### config.mk
export PLATFORM = sky130hd
export DESIGN_NAME = crc6_frame_serializer
export DESIGN_NICKNAME = d
export VERILOG_FILES = /design/src/rtl/crc6_frame_serializer.sv
export SDC_FILE = /design/constraint.sdc
export NUM_CORES = 1
export LEC_CHECK = 0
export BUFFER_PORTS_ARGS = -buffer_cell sky130_fd_sc_hd__buf_4
export CAP_MARGIN = 5
export CORE_AREA = 2 2 73 75
export CTS_CLUSTER_SIZE = 40
export DETAILED_ROUTE_END_ITERATION = 10
export DIE_AREA = 0 0 75 77
export PLACE_DENSITY = 0.77
export SLEW_MARGIN = 20
export SYNTH_ARGS = -nofsm -noshare
export SYNTH_HDL_FRONTEND = slang
export SYNTH_SLANG_ARGS = --single-unit
export TNS_END_PERCENT = 50
### constraint.sdc
create_clock -name clk -period 2.8 [get_ports clk]
set_input_delay 0.14 -clock clk [delete_from_list [all_inputs] [get_ports clk]]
set_output_delay 0.14 -clock clk [all_outputs]
set_load 0.02 [all_outputs]
### src/rtl/crc6_frame_serializer.sv
// Frame serializer feeding a 1-bit CRC-6 engine: words are buffered, sent MSB-first, and the
// CRC is appended as a 6-bit trailer. Optional macro CRC_INVERT_EN sends the trailer complemented.
module crc6_frame_serializer #(
    parameter int unsigned DATA_W = 8,
    parameter int unsigned CNT_W  = 16
) (
    input  logic              clk,
    input  logic              rst,
    input  logic [DATA_W-1:0] in_data,
    input  logic              in_last,
    input  logic              in_valid,
    output logic              in_ready,
    output logic              ser_bit,
    output logic              ser_valid,
    output logic              ser_sof,
    output logic              ser_eof,
    input  logic              ser_ready,
    output logic              crc_init,
    output logic              crc_en,
    output logic              crc_data,
    input  logic [5:0]        crc_next,
    output logic [CNT_W-1:0]  frames_sent
);

    localparam int unsigned CRC_W    = 6;
    localparam int unsigned IDX_W    = 3;
    localparam int unsigned SH_CNT_W = $clog2(DATA_W + 1);

    typedef enum logic [1:0] {
        S_IDLE = 2'd0,
        S_DATA = 2'd1,
        S_CRC  = 2'd2
    } state_t;

    state_t              state_q, state_d;
    logic [DATA_W-1:0]   buf_data_q, buf_data_d;
    logic                buf_last_q, buf_last_d;
    logic                buf_full_q, buf_full_d;
    logic [DATA_W-1:0]   sh_data_q, sh_data_d;
    logic                sh_last_q, sh_last_d;
    logic [SH_CNT_W-1:0] sh_cnt_q, sh_cnt_d;
    logic                sof_pend_q, sof_pend_d;
    logic [CRC_W-1:0]    crc_hold_q, crc_hold_d;
    logic [IDX_W-1:0]    crc_idx_q, crc_idx_d;
    logic [CNT_W-1:0]    frames_q, frames_d;

    logic                in_ready_q, in_ready_d;
    logic                ser_bit_q, ser_bit_d;
    logic                ser_valid_q, ser_valid_d;
    logic                ser_sof_q, ser_sof_d;
    logic                ser_eof_q, ser_eof_d;
    logic                crc_init_q, crc_init_d;
    logic                data_vld_q, data_vld_d;

    logic                xfer;
    logic                accept;
    logic                last_bit_xfer;
    logic                trl_bit;

    // Next-state: buffer/shifter datapath, frame FSM, then output decode of the next state.
    always_comb begin
        state_d       = state_q;
        buf_data_d    = buf_data_q;
        buf_last_d    = buf_last_q;
        buf_full_d    = buf_full_q;
        sh_data_d     = sh_data_q;
        sh_last_d     = sh_last_q;
        sh_cnt_d      = sh_cnt_q;
        sof_pend_d    = sof_pend_q;
        crc_hold_d    = crc_hold_q;
        crc_idx_d     = crc_idx_q;
        frames_d      = frames_q;
        trl_bit       = 1'b0;

        xfer          = ser_valid_q && ser_ready;
        accept        = in_valid && in_ready_q;
        last_bit_xfer = (state_q == S_DATA) && xfer && (sh_cnt_q == SH_CNT_W'(1));

        if ((state_q == S_DATA) && xfer) begin
            sh_data_d  = sh_data_q << 1;
            sh_cnt_d   = sh_cnt_q - SH_CNT_W'(1);
            sof_pend_d = 1'b0;
        end

        // Refill on the same edge the last bit leaves, so back-to-back words have no bubble.
        if (buf_full_q && ((sh_cnt_q == '0) || last_bit_xfer)) begin
            sh_data_d  = buf_data_q;
            sh_last_d  = buf_last_q;
            sh_cnt_d   = SH_CNT_W'(DATA_W);
            buf_full_d = 1'b0;
        end

        if (accept) begin
            buf_data_d = in_data;
            buf_last_d = in_last;
            buf_full_d = 1'b1;
        end

        case (state_q)
            S_IDLE: begin
                if (sh_cnt_q != '0) begin
                    state_d    = S_DATA;
                    sof_pend_d = 1'b1;
                end
            end
            S_DATA: begin
                // crc_next already includes the bit transferring now.
                if (last_bit_xfer && sh_last_q) begin
                    state_d    = S_CRC;
                    crc_hold_d = crc_next;
                    crc_idx_d  = IDX_W'(CRC_W - 1);
                end
            end
            S_CRC: begin
                if (xfer) begin
                    if (crc_idx_q == '0) begin
                        state_d  = S_IDLE;
                        frames_d = frames_q + CNT_W'(1);
                    end else begin
                        crc_idx_d = crc_idx_q - IDX_W'(1);
                    end
                end
            end
            default: state_d = S_IDLE;
        endcase

`ifdef CRC_INVERT_EN
        trl_bit = ~crc_hold_d[crc_idx_d];
`else
        trl_bit = crc_hold_d[crc_idx_d];
`endif

        data_vld_d  = (state_d == S_DATA) && (sh_cnt_d != '0);
        ser_valid_d = data_vld_d || (state_d == S_CRC);
        ser_bit_d   = (state_d == S_CRC) ? trl_bit : sh_data_d[DATA_W-1];
        ser_sof_d   = data_vld_d && sof_pend_d;
        ser_eof_d   = (state_d == S_CRC) && (crc_idx_d == '0);
        crc_init_d  = (state_d == S_IDLE);
        in_ready_d  = !buf_full_d;
    end

    always_ff @(posedge clk) begin
        if (rst) begin
            state_q     <= S_IDLE;
            buf_data_q  <= '0;
            buf_last_q  <= 1'b0;
            buf_full_q  <= 1'b0;
            sh_data_q   <= '0;
            sh_last_q   <= 1'b0;
            sh_cnt_q    <= '0;
            sof_pend_q  <= 1'b0;
            crc_hold_q  <= '0;
            crc_idx_q   <= '0;
            frames_q    <= '0;
            in_ready_q  <= 1'b0;
            ser_bit_q   <= 1'b0;
            ser_valid_q <= 1'b0;
            ser_sof_q   <= 1'b0;
            ser_eof_q   <= 1'b0;
            crc_init_q  <= 1'b1;
            data_vld_q  <= 1'b0;
        end else begin
            state_q     <= state_d;
            buf_data_q  <= buf_data_d;
            buf_last_q  <= buf_last_d;
            buf_full_q  <= buf_full_d;
            sh_data_q   <= sh_data_d;
            sh_last_q   <= sh_last_d;
            sh_cnt_q    <= sh_cnt_d;
            sof_pend_q  <= sof_pend_d;
            crc_hold_q  <= crc_hold_d;
            crc_idx_q   <= crc_idx_d;
            frames_q    <= frames_d;
            in_ready_q  <= in_ready_d;
            ser_bit_q   <= ser_bit_d;
            ser_valid_q <= ser_valid_d;
            ser_sof_q   <= ser_sof_d;
            ser_eof_q   <= ser_eof_d;
            crc_init_q  <= crc_init_d;
            data_vld_q  <= data_vld_d;
        end
    end

    // The engine must advance in the very cycle a data bit is accepted, so enable follows ser_ready.
    assign crc_en      = data_vld_q && ser_ready;
    assign crc_data    = ser_bit_q;
    assign in_ready    = in_ready_q;
    assign ser_bit     = ser_bit_q;
    assign ser_valid   = ser_valid_q;
    assign ser_sof     = ser_sof_q;
    assign ser_eof     = ser_eof_q;
    assign crc_init    = crc_init_q;
    assign frames_sent = frames_q;

endmodule

Word level (Yosys, flattened, before mapping)

Index checks and enable logic that the tools add are counted.

Register bits: 58
Input port bits: 19
Word-level logic and storage cells: 73

$add $sub $neg: 3
Order comparisons: 1
Equal/unequal tests: 5
Muxes and demuxes: 23
Reductions and logical operators: 22

Operator list:

| kind                    | number |
|---|---|
| $add A16 B1 Y16 const B | 1 |
| $mux W8                 | 2 |
| $mux W6                 | 2 |
| $logic_and A1 B1 Y1     | 10 |
| $mux W3                 | 3 |
| $mux W2                 | 4 |
| $mux W4                 | 2 |
| $reduce_bool A4 Y1      | 2 |
| $mux W1                 | 7 |
| $logic_not A3 Y1        | 2 |
| $pmux W2 S3             | 1 |
| $pmux W3 S2             | 1 |
| $eq A2 B1 Y1 const B    | 2 |
| $eq A2 B2 Y1 const B    | 2 |
| $eq A4 B1 Y1 const B    | 1 |
| $logic_not A2 Y1        | 2 |
| $logic_not A4 Y1        | 1 |
| $lt A3 B4 Y1 const B    | 1 |
| $sub A4 B1 Y4 const B   | 1 |
| $bmux W1 S3             | 1 |
| $reduce_and A3 Y1       | 1 |
| $sub A3 B1 Y3 const B   | 1 |
| $logic_or A1 B1 Y1      | 2 |
| $reduce_bool A2 Y1      | 1 |
| $logic_not A1 Y1        | 1 |

Depth between registers and ports, before layout

Gate-level depths: netlist (run 1).

Word-level depth: 9
Mapped depth: 11
Mapped depth without buffers: 9

Least setup slack after synthesis (run 1)

No wires, ideal clock.

Kind: reg-to-reg
Start point: register state_q[1]
End point: register ser_bit_q, in the netlist crc_data
Setup time: 0.125 ns
Data arrival time: 2.213 ns
Setup slack: 0.462 ns
Cell stages (with the launch flop): 12
Path buffers: 2
Path through: dfxtp_1 > inv_1 > ha_1 > and4_4 > and3_4 > buf_6 > o21a_1 > buf_6 > or3_1 > o211ai_2 > a21oi_1 > o41a_1

Word-level cells in the longest chain between the ends: 9

RTL lines:

| what                                   | line       | text |
|---|---|---|
| from (decl)                            | 35         | `state_t state_q, state_d;` |
| from (signal assigned)                 | 163        | `state_q <= state_d;` |
| $eq A2 B1 Y1                           | 77, 79, 99 |  |
| $logic_and A1 B1 Y1                    | 77, 79     |  |
| $logic_and A1 B1 Y1                    | 77         | `last_bit_xfer = (state_q == S_DATA) && xfer && (sh_cnt_q == SH_CNT_W'(1));` |
| $logic_and A1 B1 Y1                    | 108        | `if (last_bit_xfer && sh_last_q) begin` |
| $mux W3 or $mux W6 (tied branches)     | 108        |  |
| $pmux W3 S2 or $mux W6 (tied branches) | 99         | `case (state_q)` |
| $bmux W1 S3                            | 130        | `trl_bit = crc_hold_d[crc_idx_d];` |
| $mux W1 (not written as such)          | 130        |  |
| $mux W1 *                              | 135        | `ser_bit_d = (state_d == S_CRC) ? trl_bit : sh_data_d[DATA_W-1];` |
| to (signal assigned)                   | 175        | `ser_bit_q <= ser_bit_d;` |
| to (decl)                              | 48         | `logic ser_bit_q, ser_bit_d;` |

Mark *: on every way between the ends. The rest lies on a longest branch, timed or not. The select of a mux whose other input is x is not followed.
A chain may end at the register's enable or synchronous reset.

Final worst setup path (run 1)

Ends and elaborated chain as after synthesis.

==> results of run 1 <==
==> layer usage <==
layer,global-route usage (%),routed length [um]
met1,28.4,2750
met2,32.2,2670
met3,5.52,359
met4,10.5,80
met5,0,0
==> flip-flops by register name, indices dropped and copies added (netlist names) <==
signal and cells:
ser_sof 1, crc_idx_q 3, state_q 2, ser_eof 1, ser_valid 1, buf_full_q 1
sh_data_q 8, sh_last_q 1, crc_data 1, buf_last_q 1, sof_pend_q 1, crc_hold_q 6
in_ready 1, crc_init 1, buf_data_q 8, data_vld_q 1, sh_cnt_q 4, frames_sent 16
==> cell families after synthesis <==
logic type | synth area share [%]
xor gates and xnor gates | 5.83
AOI/OAI and AO/OA | 13.2
DFF | 42.9
muxes | 0.786
adders and majority gates | 4.62
and+or+nand+nor | 28.2
buffers and inverters | 4.44
==> final cells by class <==
class	count	area [um^2]
Clock inverter	3	40.0
Sequential cell	58	1160
Tap cell	70	87.6
Fill cell	452	1760
Multi-Input combinational cell	245	1430
Timing Repair Buffer	43	323
Clock buffer	12	145
Inverter	9	33.8
==> path summary, 6_finish.rpt <==
kind                                      end  slack, ps  depth (start not counted)
worst max register to register       crc_data        250                          9
worst min register to register  crc_hold_q[2]        460                          2
worst max-delay path                 crc_data        250                          9
worst min-delay path            buf_data_q[2]         50                          3
==> stage by stage <==
stage | util, % | power [mW]
after floorplan | - | 0.929
after global placement | 60.9 | 0.965
after detailed placement | 60.9 | 0.967
after CTS | 64.6 | 1.70
after global routing | 64.7 | 1.75
final | 64.7 | 1.69
==> worst max-delay path, cell delays in order, from the launching register on <==
cell,delay (ps)
dfxtp_1,340
inv_1,90
ha_1,280
and4_4,290
and3_4,270
o21a_1,360
nor2_1,160
o211ai_1,190
a21oi_1,90
o41a_1,360
==> synthesized netlist by cell type (4+ instances only) <==
master / count / area (um^2)
a311oi_1: 8 / 70.1
ha_1: 10 / 125
xnor2_1: 4 / 35.0
o21a_1: 5 / 37.5
inv_1: 9 / 33.8
nand3_1: 10 / 50.1
clkbuf_1: 14 / 52.6
xor2_1: 14 / 123
nor2b_1: 4 / 25.0
nor2_1: 42 / 158
nand4_1: 6 / 37.5
nor3b_1: 5 / 37.5
dfxtp_1: 58 / 1160
nor3_1: 7 / 35.0
and3_1: 6 / 37.5
nand2_1: 62 / 233
a21oi_1: 24 / 120
nor4_1: 4 / 25.0
==> what timing repair did <==
action / in CTS / in global routing
hold endpoints to repair: 0 / 0
resized for setup: 0 / 1
buffers inserted: 0 / 0
hold buffers: 0 / 0
endpoints found under the setup margin: 0 / 1
==> power breakdown <==
group | internal [mW] | total [mW] | leakage (nW) | switching (mW)
sequential | 0.843 | 0.854 | 0.470 | 0.0106
combinational | 0.0420 | 0.0970 | 0.687 | 0.0551
clock | 0.428 | 0.743 | 0.0962 | 0.316
==> impl_metrics.env, run 1 <==
export IMPL_design_area_um2=3220
export IMPL_worstReg2RegStart="state_q[1]"
export IMPL_nets=395
export IMPL_num_io_pins=43
export IMPL_start_kind="register"
export IMPL_critPathMaxFanout=11
export IMPL_routedWlPerCell_um=13.3
export IMPL_max_slew_margin_pct=65.0
export IMPL_drtIter0Drc=191
export IMPL_synthCells=330
export IMPL_final_cell_mix="62 x nand2_1, 58 x dfxtp_1, 43 x buf_4"
export IMPL_ys_types=45
export IMPL_hp_class="primary input to register"
export IMPL_viasPerCell=5.44
export IMPL_mostFrequentLayoutCell="nand2_1"
export IMPL_final_cells=440
export IMPL_start_util_pct=54.4
export IMPL_grt_pass1_vias=2226
export IMPL_cts_buffer_depth=2
export IMPL_cts_tree="built"
export IMPL_area_delta_synth_final_pct=19.0
export IMPL_setup_tns_ps=0
export IMPL_core_area_um2=4980
export IMPL_rsz0062_at_grt="no"
export IMPL_synth_ff_type="dfxtp_1"
export IMPL_hold_slack_ps=49.1
export IMPL_report_final_slew_viol_count=0
export IMPL_finalHoldViolations=0
export IMPL_drc=0
export IMPL_mappedNetlistArea_um2=2710
export IMPL_dp_cells=425
export IMPL_worstMarginPinSlew_ps=525
export IMPL_max_cap_violations=0
export IMPL_synth_async_sr_flop_share_pct=0
export IMPL_yosys_warnings=0
export IMPL_drt_pass1_iterations=5
export IMPL_clock_skew_ps=6.19
export IMPL_grt_use_total_pct=21.5
export IMPL_min_period_ps=2550
export IMPL_drive_gt1_share_pct=17.8
export IMPL_vdd_drop_max_mv=0.367
export IMPL_critical_path_arrival_ps=2770
export IMPL_cts_root_buf="clkbuf_8"
export IMPL_totalWireLength_um=5860
export IMPL_grt_max_degree=53
export IMPL_fmax_ghz=0.393
export IMPL_clk_latency_ps=340
export IMPL_synth_seq_cells=58
export IMPL_diodes=0
export IMPL_die_area_um2=5780
export IMPL_setup_viol=0
export IMPL_hold_path_startpoint="in_data[2]"
export IMPL_clkSlewWorstSetupHoldPaths_ps=60
export IMPL_placed_cell_area_um2=3030
export IMPL_status="completed"
export IMPL_required_ps=3020
export IMPL_grt_overflow=0
export IMPL_fp_dieH_um=77
export IMPL_htree_levels=3
export IMPL_num_rows=26
export IMPL_cts_sinks=58
export IMPL_crit_start="state_q[1]"
export IMPL_synth_edf_count=0
export IMPL_grt_antenna_before_repair=0
export IMPL_port_buffers=42
export IMPL_avgSynthCellArea_um2=8.20
export IMPL_synth_seq_area_share_pct=42.9
export IMPL_fin_ws_ps=254
export IMPL_place_ws_ps=261
export IMPL_final_period_utilization_pct=90.9
export IMPL_grt_pass1_wl_um=9720
export IMPL_dp_final_hpwl_um=4000
export IMPL_cellPowerDensity_nw_per_um2=526
export IMPL_ant_nets=0
export IMPL_crit_type="register to register"
export IMPL_end_kind="register"
export IMPL_synth_nets=359
export IMPL_die_w_um=75
export IMPL_power_leakage_nw=1.25
export IMPL_vias=2393
export IMPL_place_congestion=0.880
export IMPL_cts_made_buffers=9
Power figures use the tool's default switching activity.
==> run 2: changes to the inputs <==
Settings changed: HOLD_SLACK_MARGIN from default to 0.1.
==> impl_metrics.env, run 2 (synthesized netlist as in run 1, its figures left out) <==
export IMPL_start_util_pct=54.4
export IMPL_start_kind="register"
export IMPL_grt_antenna_before_repair=0
export IMPL_cellPowerDensity_nw_per_um2=509
export IMPL_cts_sinks=58
export IMPL_diodes=0
export IMPL_crit_start="state_q[1]"
export IMPL_setup_viol=0
export IMPL_mostFrequentLayoutCell="nand2_1"
export IMPL_htree_levels=3
export IMPL_num_io_pins=43
export IMPL_report_final_slew_viol_count=0
export IMPL_drive_gt1_share_pct=17.1
export IMPL_routedWlPerCell_um=13.5
export IMPL_cts_root_buf="clkbuf_8"
export IMPL_max_slew_margin_pct=64.7
export IMPL_fmax_ghz=0.392
export IMPL_ant_nets=0
export IMPL_die_area_um2=5780
export IMPL_clk_latency_ps=340
export IMPL_clock_skew_ps=4.95
export IMPL_cts_buffer_depth=2
export IMPL_num_rows=26
export IMPL_largest_reg_flops=16
export IMPL_rsz0062_at_grt="no"
export IMPL_cpMaxStageDelayCell="o21a_1"
export IMPL_hold_path_startpoint="rst"
export IMPL_cts_made_buffers=9
export IMPL_die_w_um=75
export IMPL_min_period_ps=2550
export IMPL_critPathBufInv=1
export IMPL_cpPeakStageDelay_ps=360
export IMPL_worstMarginPinSlew_ps=529
export IMPL_path_cells="inv_1 -> ha_1 -> and4_4 -> and3_4 -> o21a_1 -> nor2_1 -> o211ai_1 -> a21oi_1 -> o41a_1"
export IMPL_drt_pass1_iterations=4
export IMPL_grt_overflow=0
export IMPL_core_area_um2=4980
export IMPL_finalHoldViolations=0
export IMPL_status="completed"
export IMPL_place_ws_ps=261
export IMPL_critPathMaxFanout=11
export IMPL_worstReg2RegStart="state_q[1]"
export IMPL_critical_path_arrival_ps=2770
export IMPL_port_buffers=42
export IMPL_final_cell_mix="62 x nand2_1, 58 x dfxtp_1, 43 x buf_4"
export IMPL_cts_tree="built"
export IMPL_vdd_drop_max_mv=0.373
export IMPL_max_cap_violations=0
export IMPL_area_delta_synth_final_pct=24.5
export IMPL_design_area_um2=3370
export IMPL_fp_dieH_um=77
export IMPL_grt_use_total_pct=22.6
export IMPL_crit_family="compound AO/OA/AOI/OAI gates"
export IMPL_totalWireLength_um=6160
export IMPL_final_period_utilization_pct=91.2
export IMPL_vias=2471
export IMPL_crit_type="register to register"
export IMPL_drc=0
export IMPL_required_ps=3020
export IMPL_setup_tns_ps=0
export IMPL_grt_pass1_vias=2314
export IMPL_dp_final_hpwl_um=4000
export IMPL_end_kind="register"
export IMPL_power_leakage_nw=1.32
export IMPL_viasPerCell=5.43
export IMPL_fin_ws_ps=247
export IMPL_grt_pass1_wl_um=10200
export IMPL_nets=410
export IMPL_placed_cell_area_um2=3030
export IMPL_clkSlewWorstSetupHoldPaths_ps=60
export IMPL_place_congestion=0.880
export IMPL_grt_max_degree=53
export IMPL_drtIter0Drc=202
export IMPL_hp_class="primary input to register"
-- run 2: cell types whose count changed in the layout (fill, tap and decap cells not counted), sizes merged --
cell / before / now
dlygate4sd3: 0 / 15
-- run 2: metrics by stage --
step	std cells	hold slack, ps	util (%)	power [mW]
after floorplan	330	276	-	0.929
after global placement	425	387	60.9	0.965
after detailed placement	425	398	60.9	0.967
after CTS	455	252	67.6	1.72
after global routing	455	276	67.7	1.77
final	455	263	67.7	1.71
-- run 2: cell type report --
| type | instances | area [um^2] |
|---|---|---|
| well taps | 70 | 87.6 |
| inverters | 9 | 33.8 |
| repair buffers | 58 | 473 |
| flip-flops and latches | 58 | 1160 |
| fillers | 432 | 1610 |
| multi-input cells | 245 | 1430 |
| clock inverters | 3 | 40.0 |
| clock buffers | 12 | 145 |
-- run 2: path summary, 6_finish.rpt --
| kind | end | slack, ps | depth (start not counted) |
|---|---|---|---|
| setup / recovery | crc_data | 250 | 9 |
| setup reg to reg | crc_data | 250 | 9 |
| hold / removal | frames_sent[4] | 260 | 2 |
| hold reg to reg | crc_hold_q[2] | 460 | 2 |
-- run 2: layer usage --
metal	vias up	wire (um)	global-route usage, %
met3	7	357	5.78
met4	0	65	11.3
met5	-	0	0
li1	1230	-	-
met2	88	2870	34.6
met1	1146	2860	28.9
-- run 2: report_power, final --
group,switching [mW],leakage [nW],total [mW],internal [mW]
Combinational,0.0597,0.749,0.115,0.0556
Clock,0.317,0.0962,0.744,0.428
Sequential,0.0110,0.470,0.854,0.843
-- run 2: repair_timing --
| item | 4_1_cts | 5_1_grt |
|---|---|---|
| hold buffers | 15 | 0 |
| resized for setup | 0 | 1 |
| setup buffers | 0 | 0 |
| endpoints found under the hold margin | 15 | 0 |
| setup endpoints to repair | 0 | 1 |
